==> src/rtl/fifo_block_drainer_pkg.sv <==
// Shared types and constant helpers for the block drainer.
// State encoding is fixed at 2 bits: IDLE=0, XFER=1, DONE=2.
// Width helpers are usable in parameter defaults.
package fifo_block_drainer_pkg;

    typedef enum logic [1:0] {
        IDLE = 2'd0,
        XFER = 2'd1,
        DONE = 2'd2
    } state_t;

    // Smallest r such that 2**r >= value (0 for value <= 1).
    function automatic int clog2(input int value);
        int r;
        r = 0;
        for (int i = 0; i < 31; i++) begin
            if ((32'sd1 <<< i) < value) r = i + 1;
        end
        return r;
    endfunction

    function automatic int max_int(input int a, input int b);
        return (a > b) ? a : b;
    endfunction

endpackage

==> src/rtl/fifo_block_drainer_idle_watchdog.sv <==
// Purpose: counts consecutive idle cycles and flags the last allowed one.
// Latency: expired is combinational from the registered timer and enable.
// Backpressure: none; clear wins over enable, TIMEOUT_CYC=0 disables it.
module idle_watchdog #(
    parameter int TIMEOUT_CYC = 50000,
    parameter int TO_W        = 16
) (
    input  logic clk,
    input  logic reset,
    input  logic clear,
    input  logic enable,
    output logic expired
);

    generate
        if (TIMEOUT_CYC == 0) begin : g_off
            logic unused_inputs;
            assign unused_inputs = ^{clk, reset, clear, enable};
            assign expired = 1'b0;
        end else begin : g_on
            localparam logic [TO_W-1:0] LAST = TO_W'(TIMEOUT_CYC - 1);
            logic [TO_W-1:0] timer;

            // Idle-cycle counter: restarts on any activity, advances while stalled.
            always_ff @(posedge clk or posedge reset) begin
                if (reset) begin
                    timer <= '0;
                end else if (clear) begin
                    timer <= '0;
                end else if (enable) begin
                    timer <= timer + 1'b1;
                end
            end

            // The stalled cycle that would complete the idle budget.
            assign expired = enable && (timer == LAST);
        end
    endgenerate

endmodule

==> src/rtl/fifo_block_drainer.sv <==
// Purpose: moves BLOCK_LEN words from a show-ahead source FIFO to a destination FIFO.
// Latency: data passes through combinationally; done one cycle after the last word.
// Backpressure: src_empty or dst_full stalls that cycle only; idle watchdog aborts.
module fifo_block_drainer
    import fifo_block_drainer_pkg::*;
#(
    parameter int DATA_W      = 8,
    parameter int BLOCK_LEN   = 32,
    parameter int CNT_W       = clog2(BLOCK_LEN + 1),
    parameter int TIMEOUT_CYC = 50000,
    parameter int TO_W        = max_int(1, clog2(TIMEOUT_CYC + 1)),
    parameter int CONTINUOUS  = 0
) (
    input  logic              clk,
    input  logic              reset,
    input  logic              start,
    input  logic              abort,
    input  logic              src_empty,
    input  logic [DATA_W-1:0] src_data,
    output logic              src_rd,
    input  logic              dst_full,
    output logic [DATA_W-1:0] dst_data,
    output logic              dst_wr,
    output logic              busy,
    output logic              done,
    output logic              timeout,
    output logic [CNT_W-1:0]  count
);

    localparam logic [CNT_W-1:0] LAST_CNT = CNT_W'(BLOCK_LEN - 1);

    state_t state;
    logic   xfer;
    logic   wd_clear;
    logic   wd_enable;
    logic   wd_expired;

    // A word moves only when both FIFOs allow it; abort suppresses the pop.
    assign xfer     = (state == XFER) && !src_empty && !dst_full && !abort;
    assign src_rd   = xfer;
    assign dst_wr   = xfer;
    assign dst_data = src_data;
    assign busy     = (state != IDLE);
    assign done     = (state == DONE);

    // Timer runs only on stalled XFER cycles; any transfer or other state restarts it.
    assign wd_clear  = (state != XFER) || xfer;
    assign wd_enable = (state == XFER) && !xfer;

    idle_watchdog #(
        .TIMEOUT_CYC (TIMEOUT_CYC),
        .TO_W        (TO_W)
    ) u_watchdog (
        .clk     (clk),
        .reset   (reset),
        .clear   (wd_clear),
        .enable  (wd_enable),
        .expired (wd_expired)
    );

    // Block sequencing, word counting and the registered timeout pulse.
    always_ff @(posedge clk or posedge reset) begin
        if (reset) begin
            state   <= IDLE;
            count   <= '0;
            timeout <= 1'b0;
        end else begin
            timeout <= 1'b0;
            case (state)
                IDLE: begin
                    if (start) begin
                        state <= XFER;
                        count <= '0;
                    end
                end
                XFER: begin
                    if (abort) begin
                        state <= IDLE;
                    end else if (xfer) begin
                        count <= count + 1'b1;
                        if (count == LAST_CNT) state <= DONE;
                    end else if (wd_expired) begin
                        state   <= IDLE;
                        timeout <= 1'b1;
                    end
                end
                DONE: begin
                    if (abort) begin
                        state <= IDLE;
                    end else if (CONTINUOUS != 0) begin
                        state <= XFER;
                        count <= '0;
                    end else begin
                        state <= IDLE;
                    end
                end
                default: state <= IDLE;
            endcase
        end
    end

endmodule

==> config.mk <==
export PLATFORM = sky130hd
export DESIGN_NAME = fifo_block_drainer
export DESIGN_NICKNAME = d
export VERILOG_FILES = /design/src/rtl/fifo_block_drainer_pkg.sv /design/src/rtl/fifo_block_drainer_idle_watchdog.sv /design/src/rtl/fifo_block_drainer.sv
export SDC_FILE = /design/constraint.sdc
export NUM_CORES = 1
export LEC_CHECK = 0
export CORE_MARGIN = 5
export CORE_UTILIZATION = 48
export DETAILED_ROUTE_END_ITERATION = 7
export MAX_ROUTING_LAYER = met4
export PLACE_DENSITY = 0.81
export SYNTH_ARGS = -nofsm -noshare
export SYNTH_HDL_FRONTEND = slang
export SYNTH_SLANG_ARGS = --single-unit
==> constraint.sdc <==
create_clock -name clk -period 1.9 [get_ports clk]
set_input_delay 0.38 -clock clk [delete_from_list [all_inputs] [get_ports clk]]
set_output_delay 0.38 -clock clk [all_outputs]
set_load 0.02 [all_outputs]
Word-level counts from Yosys, hierarchy flattened. Index checks and enable logic that the tools add are counted.

Register bits after elaboration: 25. Input port bits: 14. Output and inout bits: 19. Logic and storage cells: 48.

Add/sub/neg operators: 2. Equal/unequal tests: 10. Muxes and demuxes: 16. Reductions and logical operators: 16.

Operator list (count): 16-bit 2-to-1 mux (2); 6-bit 2-to-1 mux (3); 16-bit by 1-bit adder with 16-bit output (second input constant) (1); 16-bit == test (second input constant) (1); 6-bit case mux with 2 select lines (1); 2-bit 2-to-1 mux (5); 4-bit by 3-bit inequality test with 1-bit output (second input constant) (2); 6-bit by 1-bit adder with 6-bit output (second input constant) (1); 6-bit by 5-bit == test with 1-bit output (second input constant) (1); 2-bit inequality test (second input constant) (3); 2-bit nonzero test (3); 1-bit logical AND (5); 1-bit logical NOT (4); 1-bit 2-to-1 mux (4); 2-bit case mux with 2 select lines (1); 4-bit AND reduction (1); 3-bit AND reduction (1); 2-bit by 1-bit == test with 1-bit output (second input constant) (1); 2-bit == test (second input constant) (1); 2-bit logical NOT (1); 2-bit by 1-bit inequality test with 1-bit output (second input constant) (1); 1-bit logical OR (1).

Logic depth before layout (Yosys ltp). Gate-level depths: netlist (run 1).

Depth in word-level cells: 11. Depth in mapped cells: 6. Gate-level depth less buffers: 5.

Modules after synthesis. Synthesis (run 1) repeated with hierarchy kept, for this count alone.

Cell total of the unflattened synthesis: 151. Area, all modules: 1473.9 sq um.

By module, submodules not included: idle_watchdog (instances 1, cells each 87, area an instance 867.1 sq um, sequential area each 400.4 sq um); fifo_block_drainer (instances 1, cells each 64, area an instance 606.8 sq um, sequential area each 225.2 sq um).

Worst setup path before layout (run 1). Ideal clock, no wire load.

Path type: register to output. Start point: register state[1]. End point: output src_rd. Arrival time: 1.318 ns. Required time: 1.520 ns. Path slack: 0.202 ns. Stages on the path, launching flop included: 5. Buffers on the path: 1. Path through: dfrtp_1 nor3b_1 nand2_1 inv_1 buf_4.

Cells in the longest elaborated chain, start to end: 4.

Ends and longest elaborated chain: start: declaration (RTL line fifo_block_drainer.sv:32) `state_t state;`; start signal: assignment (RTL line fifo_block_drainer.sv:64) `state <= IDLE;`; start signal: assignment (RTL line fifo_block_drainer.sv:72) `state <= XFER;`; start signal: assignment (RTL line fifo_block_drainer.sv:78) `state <= IDLE;`; 2-bit by 1-bit == test with 1-bit output (RTL line fifo_block_drainer.sv:39) `assign xfer = (state == XFER) && !src_empty && !dst_full && !abort;`; 1-bit logical AND (3 in series) (RTL line fifo_block_drainer.sv:39); end: declaration (RTL line fifo_block_drainer.sv:20) `output logic src_rd,`.

No other way between the ends.

Worst setup path in the final report (run 1).
Start point: input abort. End point: register count[5].

Cells in the longest elaborated chain, start to end: 4. Elaborated cells on any way between the ends: 5. Classes of those cells: eq/ne (2); reduce/logical (3).

Ends and longest elaborated chain: start: declaration (RTL line fifo_block_drainer.sv:17) `input logic abort,`; 1-bit logical NOT (RTL line fifo_block_drainer.sv:39); 1-bit logical AND (RTL line fifo_block_drainer.sv:39); 2-bit inequality test (no line); 4-bit AND reduction (no line) *; end signal: assignment (RTL line fifo_block_drainer.sv:80) `count <= count + 1'b1;`; end: declaration (RTL line fifo_block_drainer.sv:27) `output logic [CNT_W-1:0] count`.

Mark *: on every way between the ends. The rest lies on a longest branch, timed or not. A chain may end at the register's enable or synchronous reset.

==> results of run 1 <==
==> per-layer routing <==
layer / global-route usage, % / share of wire (%) / vias up
met3: 3.417 / 5.9 / 11
li1: - / - / 508
met4: 7.958 / 2.6 / 0
met2: 24.48 / 49 / 32
met1: 16.46 / 42 / 503
met5: - / 0 / -
==> critical path, stage by stage <==
cell	delay [ns]
sky130_fd_sc_hd__clkdlybuf4s50_1	0.43
sky130_fd_sc_hd__buf_4	0.17
sky130_fd_sc_hd__or4b_4	0.55
sky130_fd_sc_hd__a21oi_2	0.19
sky130_fd_sc_hd__nand4_1	0.15
sky130_fd_sc_hd__mux2i_1	0.14
==> path summary, 6_finish.rpt <==
| check | startpoint | endpoint | slack, ns |
|---|---|---|---|
| hold reg to reg | u_watchdog.g_on.timer[0] | u_watchdog.g_on.timer[0] | 0.52 |
| min in group clk | u_watchdog.g_on.timer[0] | u_watchdog.g_on.timer[0] | 0.52 |
| max in group asynchronous | reset | u_watchdog.g_on.timer[9] | 1.28 |
| hold / removal | reset | count[1] | 0.39 |
| setup reg to reg | u_watchdog.g_on.timer[0] | u_watchdog.g_on.timer[14] | 0.17 |
| setup / recovery | abort | count[5] | 0.09 |
==> per-stage QoR <==
stage                     instances  total power, W
after floorplan                 137       0.0007040
after global placement          184       0.0007618
after detailed placement        184       0.0007734
after CTS                       188       0.0009991
after global routing            188        0.001048
final                           188       0.0009890
==> cell families after synthesis <==
logic type | share of synthesized area [%]
multiplexers | 2.999
XOR/XNOR | 7.872
AND/OR/NAND/NOR | 24.74
buffers and inverters | 8.246
AO/OA/AOI/OAI | 7.404
flip-flops | 46.86
adder cells (fa/ha/maj) | 1.874
==> layout make-up <==
class	count	share of cell area [%]
clock buffers	4	1.676
inverters	9	2.155
multi-input cells	92	38.71
flip-flops and latches	25	39.90
well taps	31	2.474
repair buffers	27	15.08
==> registers in the layout, indices dropped and copies added (netlist names) <==
register / flops
count: 6
state: 2
timeout: 1
u_watchdog.g_on.timer: 16
==> cell usage in the layout (no fill, tap or decap), types with 2 or more instances in the layout <==
| cell type | synthesis | routed |
|---|---|---|
| sky130_fd_sc_hd__o21ai_0 | 2 | 2 |
| sky130_fd_sc_hd__nand4_1 | 5 | 5 |
| sky130_fd_sc_hd__nor4b_1 | 2 | 2 |
| sky130_fd_sc_hd__inv_1 | 9 | 9 |
| sky130_fd_sc_hd__nor2_1 | 18 | 17 |
| sky130_fd_sc_hd__nor3_1 | 3 | 3 |
| sky130_fd_sc_hd__dfrtp_1 | 25 | 25 |
| sky130_fd_sc_hd__mux2i_1 | 4 | 4 |
| sky130_fd_sc_hd__dlygate4sd2_1 | 0 | 2 |
| sky130_fd_sc_hd__o31ai_1 | 2 | 2 |
| sky130_fd_sc_hd__clkdlybuf4s50_1 | 0 | 12 |
| sky130_fd_sc_hd__nand3_1 | 11 | 11 |
| sky130_fd_sc_hd__nand2_1 | 8 | 8 |
| sky130_fd_sc_hd__a21oi_1 | 4 | 4 |
| sky130_fd_sc_hd__and3_1 | 4 | 4 |
| sky130_fd_sc_hd__ha_1 | 2 | 2 |
| sky130_fd_sc_hd__xor2_1 | 4 | 4 |
| sky130_fd_sc_hd__clkbuf_4 | 0 | 3 |
| sky130_fd_sc_hd__xnor2_1 | 8 | 8 |
| sky130_fd_sc_hd__buf_4 | 9 | 11 |
==> where the power goes <==
part / switching (W) / internal, W
clock: 0.000147 / 0.0000822
combinational: 0.000106 / 0.0000837
sequential: 0.0000188 / 0.000552
==> impl_results.md, run 1 <==
- Number of global-route vias before repair: 1072
- Largest area contributor in the netlist: sky130_fd_sc_hd__dfrtp_1
- Clk_skew: 0.005419 ns
- First-pass iteration count of the detailed router: 4
- Fraction of layout cells with a size suffix above 1: 15.92%
- CP max FO: 3
- Hold-fix buffers at CTS: 0
- Final sum of negative setup slack: 0 ns
- Num Clock Sinks: 25
- Placeable core region: 0.002710 mm2
- Die area: 0.003936 mm2
- Worst slew margin: 76.07%
- Clock period minus worst slack: 1.809 ns
- Final number of max-transition violations: 0
- Total cell area at the placement stage: 0.001540 mm2
- Global route overflow: 0
- Starting density of the core: 49.26%
- Average detailed-routed wire length per instance: 14.60 um
- CP required: 2.11 ns
- Utilization after layout: 57.85%
- Mean instance size in the synthesized netlist: 9.745 um2
- Root buffer cell: sky130_fd_sc_hd__clkbuf_4
- Fin worst setup slack: 0.09099 ns
- Via count: 1054
- Worst-case setup slack after placement: -0.3112 ns
- Leading cell type by number of instances after synthesis: sky130_fd_sc_hd__dfrtp_1
- Final Hold Slack: 0.3876 ns
- Number of enable flip-flop cells after synthesis: 0
- Antenna Diode Count: 0
- Number of endpoints with negative hold slack in the final report: 0
- Fillers: 250
- Post-CTS setup buffer count: 0
- Core Rows: 19
- Die boundary height: 62.74 um
- I/O pin count: 33
- Horizontal die dimension: 62.74 um
- Worst supply voltage drop on vdd: 0.0005601 V
- Transition at the pin with the smallest max-transition slack: 0.3560 ns
- Type of destination of the critical path: flip-flop
- Top cells by area, synth: sky130_fd_sc_hd__dfrtp_1, sky130_fd_sc_hd__xnor2_1, sky130_fd_sc_hd__buf_4
- Antenna violations before repair: 0
- Iteration-0 DRC Markers: 35
- Class of the most critical hold timing path: input port to asynchronous set/reset pin
- Worst-Skew Late Latency: 0.31 ns
- Sequential area share after synthesis: 46.86%
- Synth warn: 0
- Distinct cells, synth: 34
- Antenna Violating Nets Remaining: 0
- Wire length of the first global-routing pass: 4.678 mm
- Combined area of all synthesized cells: 0.001335 mm2
- Signal arrival time at the worst endpoint: 2.02 ns
- Predominant post-synthesis flop cell: sky130_fd_sc_hd__dfrtp_1
- Detail Placement HPWL: 2.100 mm
- Final net count: 174
- Kind of critical path: input port to flip-flop
- Top cells by instance count after synthesis: sky130_fd_sc_hd__dfrtp_1, sky130_fd_sc_hd__nor2_1, sky130_fd_sc_hd__nand3_1
- Clock tree from TritonCTS: done
- Area share of the leading cell type in the synthesized netlist: 46.86%
- Fmax: 552.8 MHz
- Total routing usage reported by global routing: 14.81%
- Number of cells traversed by the worst register-to-register path: 5
- RD Place Congestion: 0.8873
- RSZ-0062 raised after global routing: no
- Clock slew at reported path FFs: 0.12 ns
- Area taken by flip-flops and latches: 625.6 um2
- FFs w/ async S/R, synth: 100.0%
- H-tree lvl count: 1
- Synthesized instance count: 137
- Final wirelength: 2.744 mm
- Areal power density over the cells: 630.8 mW/mm2
- Leakage power: 0.6936 nW
- Area of the multi-input gates: 606.8 um2
- Final setup viols: 0
- Tcrit/Tclk final: 95.21%
- TritonCTS Buffers: 3
- Syn-to-layout area delta: 17.43%
- Critical path launch point type: input port
- Total nets after synthesis: 153
- Number of maximum-capacitance constraint violations: 0
- Flip-flop and latch count after synthesis: 25
- Number of vias per cell: 5.606
- Final standard cell area without fillers: 0.001568 mm2
- Total DRC errors in the routed layout: 0
- Buffer levels on the longest clock path: 2
- Post-cts repair resize count: 8
- Result of the run: finished, final reports clean
- Maximum number of pins on one net before global-route repair: 26
- Number of port buffers: 16
Note: power is estimated with default switching activity, not from simulation.
==> run 2: changes to the inputs <==
Settings changed: SKIP_LAST_GASP from default to 1.
==> impl_results.md, run 2 (synthesis results as in run 1) <==
- Kind of critical path: input port to flip-flop
- Class of the most critical hold timing path: input port to asynchronous set/reset pin
- Setup crit start: abort
- Post-CTS setup buffer count: 0 (unchanged)
- Areal power density over the cells: 633.1 mW/mm2 (+0.35%)
- Area taken by flip-flops and latches: 625.6 um2 (unchanged)
- Most flops, register: u_watchdog.g_on.timer
- Most frequent cells in the layout: sky130_fd_sc_hd__dfrtp_1, sky130_fd_sc_hd__nor2_1, sky130_fd_sc_hd__clkdlybuf4s50_1
- Commonest non-fill, non-tap cell in the layout: sky130_fd_sc_hd__dfrtp_1
- Starting density of the core: 49.26% (unchanged)
- Worst-case setup slack after placement: -0.3112 ns (unchanged)
- Fillers: 251 (+0.40%)
- Clock tree from TritonCTS: done
- Die area: 0.003936 mm2 (unchanged)
- Hold-fix buffers at CTS: 0 (unchanged)
- Critical register-to-register path startpoint: u_watchdog.g_on.timer[0]
- Final wirelength: 2.755 mm (+0.40%)
- Leakage power: 0.6943 nW (+0.11%)
- Die boundary height: 62.74 um (unchanged)
- Total routing usage reported by global routing: 14.81% (unchanged)
- Clk_skew: 0.005337 ns (-0.00008179 ns)
- Placeable core region: 0.002710 mm2 (unchanged)
- Biggest registers after layout: u_watchdog.g_on.timer x16, count x6, state x2
- Final standard cell area without fillers: 0.001562 mm2 (-0.40%)
- Tot Pwr: 0.0009885 W (about the same)
- Syn-to-layout area delta: 16.96%
- Critical path launch point type: input port
- Core Rows: 19 (unchanged)
- Area of the multi-input gates: 606.8 um2 (unchanged)
- Detail Placement HPWL: 2.100 mm (unchanged)
- RSZ-0062 raised after global routing: no
- Result of the run: finished, final reports clean
- RD Place Congestion: 0.8873 (unchanged)
- Number of global-route vias before repair: 1072 (unchanged)
- Horizontal die dimension: 62.74 um (unchanged)
- Total cell area at the placement stage: 0.001540 mm2 (unchanged)
- Antenna Diode Count: 0 (unchanged)
- Transition at the pin with the smallest max-transition slack: 0.3560 ns (-0.0000008345 ns)
- Average detailed-routed wire length per instance: 14.65 um (+0.40%)
- Final net count: 174 (unchanged)
- Worst-Skew Late Latency: 0.31 ns (about the same)
- Global route overflow: 0 (unchanged)
- Worst supply voltage drop on vdd: 0.0005601 V (about the same)
- Worst slew margin: 76.07% (unchanged)
- CP required: 2.11 ns (about the same)
- Tcrit/Tclk final: 95.23% (about the same)
- Type of destination of the critical path: flip-flop
- Number of maximum-capacitance constraint violations: 0 (unchanged)
- I/O pin count: 33 (unchanged)
- Total DRC errors in the routed layout: 0 (unchanged)
- H-tree lvl count: 1 (unchanged)
- Number of vias per cell: 5.574 (-0.57%)
- Antenna Violating Nets Remaining: 0 (unchanged)
- Fmax: 552.7 MHz (about the same)
- Maximum number of pins on one net before global-route repair: 26 (unchanged)
- Clock slew at reported path FFs: 0.12 ns (about the same)
- Final setup viols: 0 (unchanged)
- Root buffer cell: sky130_fd_sc_hd__clkbuf_4
- Final number of max-transition violations: 0 (unchanged)
- First-pass iteration count of the detailed router: 4 (unchanged)
- Number of endpoints with negative hold slack in the final report: 0 (unchanged)
- Number of port buffers: 16 (unchanged)
- Clock period minus worst slack: 1.809 ns (+0.0003731 ns)
- CP max FO: 3 (unchanged)
- Signal arrival time at the worst endpoint: 2.02 ns (about the same)
- Num Clock Sinks: 25 (unchanged)
- Utilization after layout: 57.62% (-0.23 points)
- Flip-flop count of the largest register, all copies and words added: 16 (unchanged)
- Fin worst setup slack: 0.09061 ns (-0.0003731 ns)
- Wire length of the first global-routing pass: 4.678 mm (unchanged)
- Buffer levels on the longest clock path: 2 (unchanged)
- Fraction of layout cells with a size suffix above 1: 15.92% (unchanged)
- Antenna violations before repair: 0 (unchanged)
- Via count: 1048 (-0.57%)
- TritonCTS Buffers: 3 (unchanged)
- Iteration-0 DRC Markers: 34 (-2.9%)
[run 2: timing repair]
action	CTS	global route
gates cloned	0	0
pin swaps	0	1
resized for setup	6	5
endpoints found under the setup margin	4	3
[run 2: worst max-delay path, cell delays in order]
cell                              delay, ns
sky130_fd_sc_hd__clkdlybuf4s50_1       0.43
sky130_fd_sc_hd__buf_4                 0.17
sky130_fd_sc_hd__or4b_4                0.55
sky130_fd_sc_hd__a21oi_2               0.19
sky130_fd_sc_hd__nand4_1               0.15
sky130_fd_sc_hd__mux2i_1               0.14
[run 2: metrics by stage]
stage	setup TNS (ns)	hold slack, ns	std cells
floorplan	0	0.4073	137
global placement	-1.112	0.4717	184
detailed placement	-1.314	0.5002	184
CTS	-0.05537	0.3969	188
global route	0	0.4151	188
finish	0	0.3875	188
[run 2: cell type report]
cell class	instances	share of cell area, %
Sequential cell	25	40.06
Inverter	9	2.163
Timing Repair Buffer	27	14.74
Clock buffer	4	1.683
Multi-Input combinational cell	92	38.86
Tap cell	31	2.484
[run 2: where the power goes]
part | leakage [nW] | internal (W) | switching, W
clock network | 0.0150 | 0.0000822 | 0.000147
registers | 0.345 | 0.000552 | 0.0000188
logic | 0.334 | 0.0000831 | 0.000106
total | 0.694 | 0.000717 | 0.000271
[run 2: path summary, 6_finish.rpt]
kind	slack, ns	to	depth (start not counted)
setup / recovery	0.09	count[5]	6
hold / removal	0.39	count[1]	3
setup reg to reg	0.16	u_watchdog.g_on.timer[14]	5
hold reg to reg	0.51	u_watchdog.g_on.timer[0]	1
max in group asynchronous	1.28	u_watchdog.g_on.timer[9]	3
min in group clk	0.51	u_watchdog.g_on.timer[0]	1
[run 2: routing by layer]
metal / GRT usage, % / vias up / wire length (um)
li1: - / 506 / -
met4: 7.958 / 0 / 72
met5: - / - / 0
met3: 3.417 / 11 / 149
met2: 24.48 / 29 / 1364
met1: 16.46 / 502 / 1169
